--- src/rtl/ibex_pkg.sv ---
// Shared instruction-side definitions: identifiers for the fetch masters
// that share the instruction memory port.
package ibex_pkg;

    typedef logic instr_mst_id_t;

    localparam instr_mst_id_t INSTR_MST_PREFETCH = 1'b0;
    localparam instr_mst_id_t INSTR_MST_AUX      = 1'b1;

endpackage

--- src/rtl/ibex_instr_id_fifo.sv ---
// In-order FIFO of master IDs, one entry per accepted-but-unanswered
// instruction fetch, so responses can be routed back to their issuer.
module ibex_instr_id_fifo
    import ibex_pkg::*;
#(
    parameter int unsigned Depth = 2
) (
    input  logic          clk_i,
    input  logic          rst_ni,
    input  logic          i_push,
    input  instr_mst_id_t i_id,
    input  logic          i_pop,
    output logic          o_full,
    output logic          o_empty,
    output instr_mst_id_t o_head
);

    localparam int unsigned PtrW = (Depth > 1) ? $clog2(Depth) : 1;
    localparam int unsigned CntW = $clog2(Depth + 1);
    localparam logic [PtrW-1:0] LastPtr = PtrW'(Depth - 1);
    localparam logic [CntW-1:0] FullCnt = CntW'(Depth);

    instr_mst_id_t   r_mem [Depth];
    logic [PtrW-1:0] r_wrPtr;
    logic [PtrW-1:0] r_rdPtr;
    logic [CntW-1:0] r_count;
    logic            w_push;
    logic            w_pop;

    assign o_full  = (r_count == FullCnt);
    assign o_empty = (r_count == '0);
    assign o_head  = r_mem[r_rdPtr];

    assign w_push = i_push & ~o_full;
    assign w_pop  = i_pop & ~o_empty;

    always_ff @(posedge clk_i or negedge rst_ni) begin
        if (!rst_ni) begin
            for (int i = 0; i < int'(Depth); i++) begin
                r_mem[i] <= INSTR_MST_PREFETCH;
            end
        end else if (w_push) begin
            r_mem[r_wrPtr] <= i_id;
        end
    end

    // Pointers wrap at Depth, which need not be a power of two.
    always_ff @(posedge clk_i or negedge rst_ni) begin
        if (!rst_ni) begin
            r_wrPtr <= '0;
            r_rdPtr <= '0;
        end else begin
            if (w_push) begin
                r_wrPtr <= (r_wrPtr == LastPtr) ? '0 : r_wrPtr + PtrW'(1);
            end
            if (w_pop) begin
                r_rdPtr <= (r_rdPtr == LastPtr) ? '0 : r_rdPtr + PtrW'(1);
            end
        end
    end

    always_ff @(posedge clk_i or negedge rst_ni) begin
        if (!rst_ni) begin
            r_count <= '0;
        end else begin
            case ({w_push, w_pop})
                2'b10:   r_count <= r_count + CntW'(1);
                2'b01:   r_count <= r_count - CntW'(1);
                default: r_count <= r_count;
            endcase
        end
    end

endmodule

--- src/rtl/ibex_instr_bus_arbiter.sv ---
// Round-robin arbiter sharing the instruction memory port between the
// prefetch buffer and an auxiliary fetcher, with in-order response routing.
module ibex_instr_bus_arbiter
    import ibex_pkg::*;
#(
    parameter int unsigned MaxOutstanding = 2
) (
    input  logic        clk_i,
    input  logic        rst_ni,

    input  logic        m0_req_i,
    input  logic [31:0] m0_addr_i,
    output logic        m0_gnt_o,
    output logic        m0_rvalid_o,

    input  logic        m1_req_i,
    input  logic [31:0] m1_addr_i,
    output logic        m1_gnt_o,
    output logic        m1_rvalid_o,

    output logic [31:0] m_rdata_o,
    output logic        m_err_o,

    output logic        bus_req_o,
    output logic [31:0] bus_addr_o,
    input  logic        bus_gnt_i,
    input  logic        bus_rvalid_i,
    input  logic [31:0] bus_rdata_i,
    input  logic        bus_err_i,

    output logic        busy_o,
    output logic        protocol_err_o
);

    logic          r_lock;
    instr_mst_id_t r_lockId;
    instr_mst_id_t r_rr;

    instr_mst_id_t w_sel;
    logic          w_selReq;
    logic [31:0]   w_selAddr;
    logic          w_busReq;
    logic          w_accept;
    logic          w_pop;
    logic          w_full;
    logic          w_empty;
    instr_mst_id_t w_head;

    // A locked request keeps its master until granted or withdrawn.
    always_comb begin
        w_sel = r_rr;
        if (r_lock) begin
            w_sel = r_lockId;
        end else if (m0_req_i && !m1_req_i) begin
            w_sel = INSTR_MST_PREFETCH;
        end else if (m1_req_i && !m0_req_i) begin
            w_sel = INSTR_MST_AUX;
        end
    end

    assign w_selReq  = (w_sel == INSTR_MST_AUX) ? m1_req_i  : m0_req_i;
    assign w_selAddr = (w_sel == INSTR_MST_AUX) ? m1_addr_i : m0_addr_i;

    // Outputs are forced low while reset is held, even if masters request.
    assign w_busReq = rst_ni & w_selReq & ~w_full;
    assign w_accept = w_busReq & bus_gnt_i;
    assign w_pop    = rst_ni & bus_rvalid_i & ~w_empty;

    assign bus_req_o  = w_busReq;
    assign bus_addr_o = (rst_ni && w_selReq) ? w_selAddr : 32'h0;

    assign m0_gnt_o = w_accept & (w_sel == INSTR_MST_PREFETCH);
    assign m1_gnt_o = w_accept & (w_sel == INSTR_MST_AUX);

    assign m0_rvalid_o = w_pop & (w_head == INSTR_MST_PREFETCH);
    assign m1_rvalid_o = w_pop & (w_head == INSTR_MST_AUX);
    assign m_rdata_o   = rst_ni ? bus_rdata_i : 32'h0;
    assign m_err_o     = rst_ni & bus_err_i;

    assign busy_o         = rst_ni & (~w_empty | w_busReq);
    assign protocol_err_o = rst_ni & bus_rvalid_i & w_empty;

    always_ff @(posedge clk_i or negedge rst_ni) begin
        if (!rst_ni) begin
            r_lock   <= 1'b0;
            r_lockId <= INSTR_MST_PREFETCH;
        end else if (w_busReq && !bus_gnt_i) begin
            r_lock   <= 1'b1;
            r_lockId <= w_sel;
        end else if (w_accept) begin
            r_lock <= 1'b0;
        end else if (r_lock && !w_selReq) begin
            r_lock <= 1'b0;
        end
    end

    always_ff @(posedge clk_i or negedge rst_ni) begin
        if (!rst_ni) begin
            r_rr <= INSTR_MST_PREFETCH;
        end else if (w_accept) begin
            r_rr <= ~w_sel;
        end
    end

    ibex_instr_id_fifo #(
        .Depth(MaxOutstanding)
    ) u_idFifo (
        .clk_i  (clk_i),
        .rst_ni (rst_ni),
        .i_push (w_accept),
        .i_id   (w_sel),
        .i_pop  (w_pop),
        .o_full (w_full),
        .o_empty(w_empty),
        .o_head (w_head)
    );

endmodule
--- config.mk ---
export PLATFORM = sky130hd
export DESIGN_NAME = ibex_instr_bus_arbiter
export DESIGN_NICKNAME = d
export VERILOG_FILES = /design/src/rtl/ibex_pkg.sv /design/src/rtl/ibex_instr_id_fifo.sv /design/src/rtl/ibex_instr_bus_arbiter.sv
export SDC_FILE = /design/constraint.sdc
export NUM_CORES = 1
export LEC_CHECK = 0
export BUFFER_PORTS_ARGS = -buffer_cell sky130_fd_sc_hd__buf_2
export CAP_MARGIN = 0
export CORE_MARGIN = 2
export CORE_UTILIZATION = 30
export CTS_CLUSTER_SIZE = 16
export DETAILED_ROUTE_END_ITERATION = 7
export GPL_TIMING_DRIVEN = 1
export PLACE_DENSITY = 0.77
export SLEW_MARGIN = 0
export SYNTH_ARGS = -nofsm -noshare
export SYNTH_HDL_FRONTEND = slang
export SYNTH_SLANG_ARGS = --single-unit
--- constraint.sdc ---
create_clock -name clk_i -period 2.45 [get_ports clk_i]
set_input_delay 0 -clock clk_i [delete_from_list [all_inputs] [get_ports clk_i]]
set_output_delay 0 -clock clk_i [all_outputs]
set_load 0.05 [all_outputs]
=== Word-level counts from Yosys, hierarchy flattened ===
Cells that the tools add are included.

* Memory bits (read-only): 0
* Memory bits (writable): 0
* Register bits after elaboration: 9
* Memories kept: 0
* Logic and storage cells: 71
* Latch bits: 0

* Add/sub/neg operators: 4
* Shift operators: 0
* Multipliers: 0
* Mux-type cells: 19
* Divide/modulo/power cells: 0
* Order comparisons: 3
* Bitwise logic cells: 21
* Reductions and logical operators: 13
* Equal/unequal tests: 3

{| class="wikitable"
|+ Operator list
! kind !! number
|-
| $mux W32 || 3
|-
| $and A1 B1 Y1 || 14
|-
| $mux W1 || 13
|-
| $logic_and A1 B1 Y1 || 6
|-
| $eq A2 B2 Y1 const B || 2
|-
| $ge A2 B2 Y1 const B || 2
|-
| $logic_not A1 Y1 || 4
|-
| $not A1 Y1 || 4
|-
| $not A1 Y2 || 2
|-
| $pmux W2 S2 || 1
|-
| $reduce_bool A3 Y1 || 1
|-
| $add A1 B1 Y1 const B || 2
|-
| $add A2 B1 Y2 const B || 1
|-
| $bwmux W2 || 1
|-
| $eq A2 B1 Y1 const B || 1
|-
| $logic_not A2 Y1 || 1
|-
| $lt A2 B1 Y1 const B || 1
|-
| $reduce_bool A2 Y1 || 1
|-
| $sub A2 B1 Y2 const B || 1
|-
| $demux W1 S1 || 1
|-
| $or A1 B1 Y1 || 1
|}

=== Logic depth before layout (Yosys ltp) ===
* Depth after elaboration: 12
* Depth in mapped cells: 7
* Mapped depth without buffers: 6

=== Hierarchy ===
A second synthesis with hierarchy kept.

* Cell total of the unflattened synthesis: 203
* Area total of the unflattened synthesis: 1502.7 um^2

{| class="wikitable"
|+ By module, submodules not included
! module !! area an instance (um^2) !! instances !! cells each
|-
| ibex_instr_bus_arbiter || 1219.9 || 1 || 180
|-
| ibex_instr_id_fifo || 282.8 || 1 || 23
|}

=== Least setup slack after synthesis ===
Ideal clock, no wire load.

* Path kind: reg-to-output
* From: register r_lock
* To: output bus_addr_o[10]
* Arrival: 1.790 ns
* Path buffers: 1
* Path slack: 0.660 ns
* Stages on the path, launching flop included: 6
* Data required time: 2.450 ns
* Cells stage by stage: dfrtp_1 inv_2 o211a_2 buf_2 o21ai_1 a21oi_1

* Cells in the longest elaborated chain, start to end: 4

{| class="wikitable"
|+ Ends and longest elaborated chain
! what !! RTL line !! source
|-
| from (decl) || ibex_instr_bus_arbiter.sv:35 || <nowiki>logic r_lock;</nowiki>
|-
| from (signal assigned) || ibex_instr_bus_arbiter.sv:85 || <nowiki>r_lock <= 1'b0;</nowiki>
|-
| from (signal assigned) || ibex_instr_bus_arbiter.sv:88 || <nowiki>r_lock <= 1'b1;</nowiki>
|-
| from (signal assigned) || ibex_instr_bus_arbiter.sv:91 || <nowiki>r_lock <= 1'b0;</nowiki>
|-
| $mux W1 * || ibex_instr_bus_arbiter.sv:52 || <nowiki>if (r_lock) begin</nowiki>
|-
| $mux W1 || ibex_instr_bus_arbiter.sv:61 || <nowiki>assign w_selReq = (w_sel == INSTR_MST_AUX) ? m1_req_i : m0_req_i;</nowiki>
|-
| $logic_and A1 B1 Y1 || ibex_instr_bus_arbiter.sv:70 || <nowiki>assign bus_addr_o = (rst_ni && w_selReq) ? w_selAddr : 32'h0;</nowiki>
|-
| $mux W32 * || ibex_instr_bus_arbiter.sv:70 ||
|-
| to (decl) || ibex_instr_bus_arbiter.sv:25 || <nowiki>output logic [31:0] bus_addr_o,</nowiki>
|}

Mark *: on every way between the ends. The rest lies on a longest branch, timed or not.

=== Worst setup path after layout ===
* From: register r_lock
* To: output bus_addr_o[0]

Same word-level chain as after synthesis.

==> flow_summary.yaml <==
run_status:
  status: "completed"
finish:
  multi_input_area_um2: 1000
  fin_cells: 422
  antenna_cells: 0
  register_area_um2: 225
  syn_to_final_growth_pct: 72.8
  n_fill_cell: 445
  layout.nets: 475
  drive_gt1_share_pct: 51.9
logic_synthesis:
  synth.area.top_cells: "dfrtp_1, and2_1, o21ai_1"
  yosys.area.top_type: "dfrtp_1"
  synth_seq_area_share_pct: 17.0
  yosysMostFrequentCell: "and2_1"
  syn_avg_cell_area_um2: 6.52
  async_flop_share_pct: 100
  synth_area_mm2: 0.00132
  post_synth_num_cell_types: 31
  syn_nets: 307
  ys_warn_count: 0
  synth_common_cells: "and2_1, o21ai_1, a21oi_1, nand3_1, buf_2"
  netlist_instances: 203
  yosys.area.top_type_share_pct: 17.0
  yosys_most_used_dff: "dfrtp_1"
  ys_ff_latch: 9
  synth_edf_count: 0
critical_path:
  rr_worst_depth: 6
  start_kind: "register"
  crit_path_max_fanout: 33
  required_ns: 2.45
  cp.arrival_ns: 2.05
  critPathKind: "register to output port"
  rr_endpoint: "u_idFifo.r_count[1]"
  critPathCaptureType: "output port"
  rrSetupSlack_ns: 0.67
  reg2reg_from: "r_lockId"
floorplanning:
  fp-row-count: 24
  boundaryPins: 175
  fp.coreArea_mm2: 0.00429
  fp.dieArea_mm2: 0.00496
  die_y_um: 70.4
  initial_core_util_pct: 30.8
  dieWidth_um: 70.4
sta:
  finalHoldViolations: 0
  fmax_mhz: 488
  rsz0062_at_grt: "no"
  fin_tns_setup_ns: 0
  period_needed_ns: 2.05
  worst_slew_margin_rel_pct: 55.7
  drv_slew: 0
  setup_viol: 0
  worst_pin_slew_ns: 0.664
  skew_ns: 0.00289
  period_share_pct: 83.7
hold_path:
  min_path_cells: 3
  hold_class: "input pin to register"
  min_to: "r_rr"
  hold_start: "bus_gnt_i"
global_routing:
  gr-total-overflow: 0
  antenna_found_initial: 0
  first_global_vias: 1854
  grt_max_degree: 46
  grt_usage_pct: 19.9
  grt_pass1_wl_mm: 8.33
placed_design:
  gp_congestion: 0.772
  io_buffer_count: 174
  post-place-cells: 417
  dpl.hpwl_mm: 4.09
clocking:
  clock_path_buffers: 2
  cts_setup_buffers: 0
  root_buffer: "clkbuf_8"
  tritoncts: "done"
  clk_latency_ns: 0.23
  cts.clk_slew.worst_paths_ns: 0.04
  htree_levels: 1
  cts_num_sinks: 9
  cts_buffers: 3
drt:
  via_per_inst: 4.76
  drt-initial-drc-count: 66
  drc: 0
  vias: 2008
  post_drt_wl_per_cell_um: 12.2
  firstDrtPassIters: 4
  ant_nets: 0
  finalWirelength_mm: 5.16
pwr:
  irDropWorstVdd_v: 0.000545
  leakagePower_nw: 1.29
  powerDensity_mw_per_mm2: 867
flow_run:
  drv_cap: 0
## cells by family after synthesis
| kind of cell | synth area share (%) |
|---|---|
| AOI/OAI and AO/OA | 33.5 |
| muxes | 2.74 |
| xor gates and xnor gates | 3.31 |
| buffers and inverters | 7.47 |
| adders and majority gates | 0.945 |
| DFF | 17.0 |
| and+or+nand+nor | 35.1 |
## sequential cells by signal, summed over array words and instances (netlist names)
| signal | count |
|---|---|
| u_idFifo.r_count | 2 |
| u_idFifo.r_mem | 2 |
| r_lock | 1 |
| r_lockId | 1 |
| r_rr | 1 |
| u_idFifo.r_rdPtr | 1 |
| u_idFifo.r_wrPtr | 1 |
## cells in the final DEF (no fill, tap or decap), drive strengths merged, types with 3 or more instances in the layout
cell	n
a21oi	32
and2	34
buf	182
clkbuf	4
dfrtp	9
inv	3
nand2	6
nand3	32
nor2	6
nor2b	3
o21ai	37
xnor2	4
## metrics by stage
step           total power [mW]  instance area [um2]  setup slack (ns)  hold WS (ns)  utilization (%)
2_1_floorplan              1.47                 1320             0.660        -0.296                -
3_3_place_gp               1.79                 2230             0.695        0.0547             52.0
3_5_place_dp               1.81                 2230             0.656        0.0561             52.0
4_1_cts                    2.00                 2290             0.394         0.133             53.3
5_1_grt                    2.13                 2290             0.197         0.150             53.3
6_report                   1.98                 2290             0.400         0.137             53.3
## layer usage
metal | global-route usage, % | vias to the layer above | part of all wire, %
met5 | 0 | - | 0
met4 | 5.34 | 0 | 0.81
met3 | 3.61 | 8 | 6.8
met2 | 35.7 | 75 | 50
met1 | 24.0 | 873 | 42
li1 | - | 1052 | -
## worst max-delay path by stage
stage,slack (ns),to,startpoint
6_report,0.40,bus_addr_o[0],r_lock
2_1_floorplan,0.66,bus_addr_o[10],r_lock
3_3_place_gp,0.70,bus_addr_o[25],r_lockId
3_5_place_dp,0.66,bus_addr_o[0],r_lock
5_1_grt,0.20,bus_addr_o[0],r_lock
4_1_cts,0.39,bus_addr_o[30],r_lockId
## report_power, final
part,leakage [nW],switching [mW],internal [mW]
sequential,0.110,0.0820,0.222
combinational,1.16,1.06,0.451
clock,0.0228,0.0558,0.113
## critical path, cell delays in order, from the launching register on
cell and delay [ns]:
dfrtp_1 0.40, inv_2 0.14, o211a_2 0.63, o21ai_0 0.20, a21oi_1 0.18, buf_2 0.28
## timing repair
| action | in CTS | in global routing |
|---|---|---|
| hold buffers | 1 | 0 |
| resized for setup | 0 | 0 |
| endpoints found under the hold margin | 9 | 0 |
## area by class of cell
class,instances,area share (%)
inverter,3,0.492
tap,52,2.84
clock buffer,4,1.97
timing repair buffer,183,41.1
sequential,9,9.85
multi-input combinational,171,43.7
(Power assumes the default switching activity.)
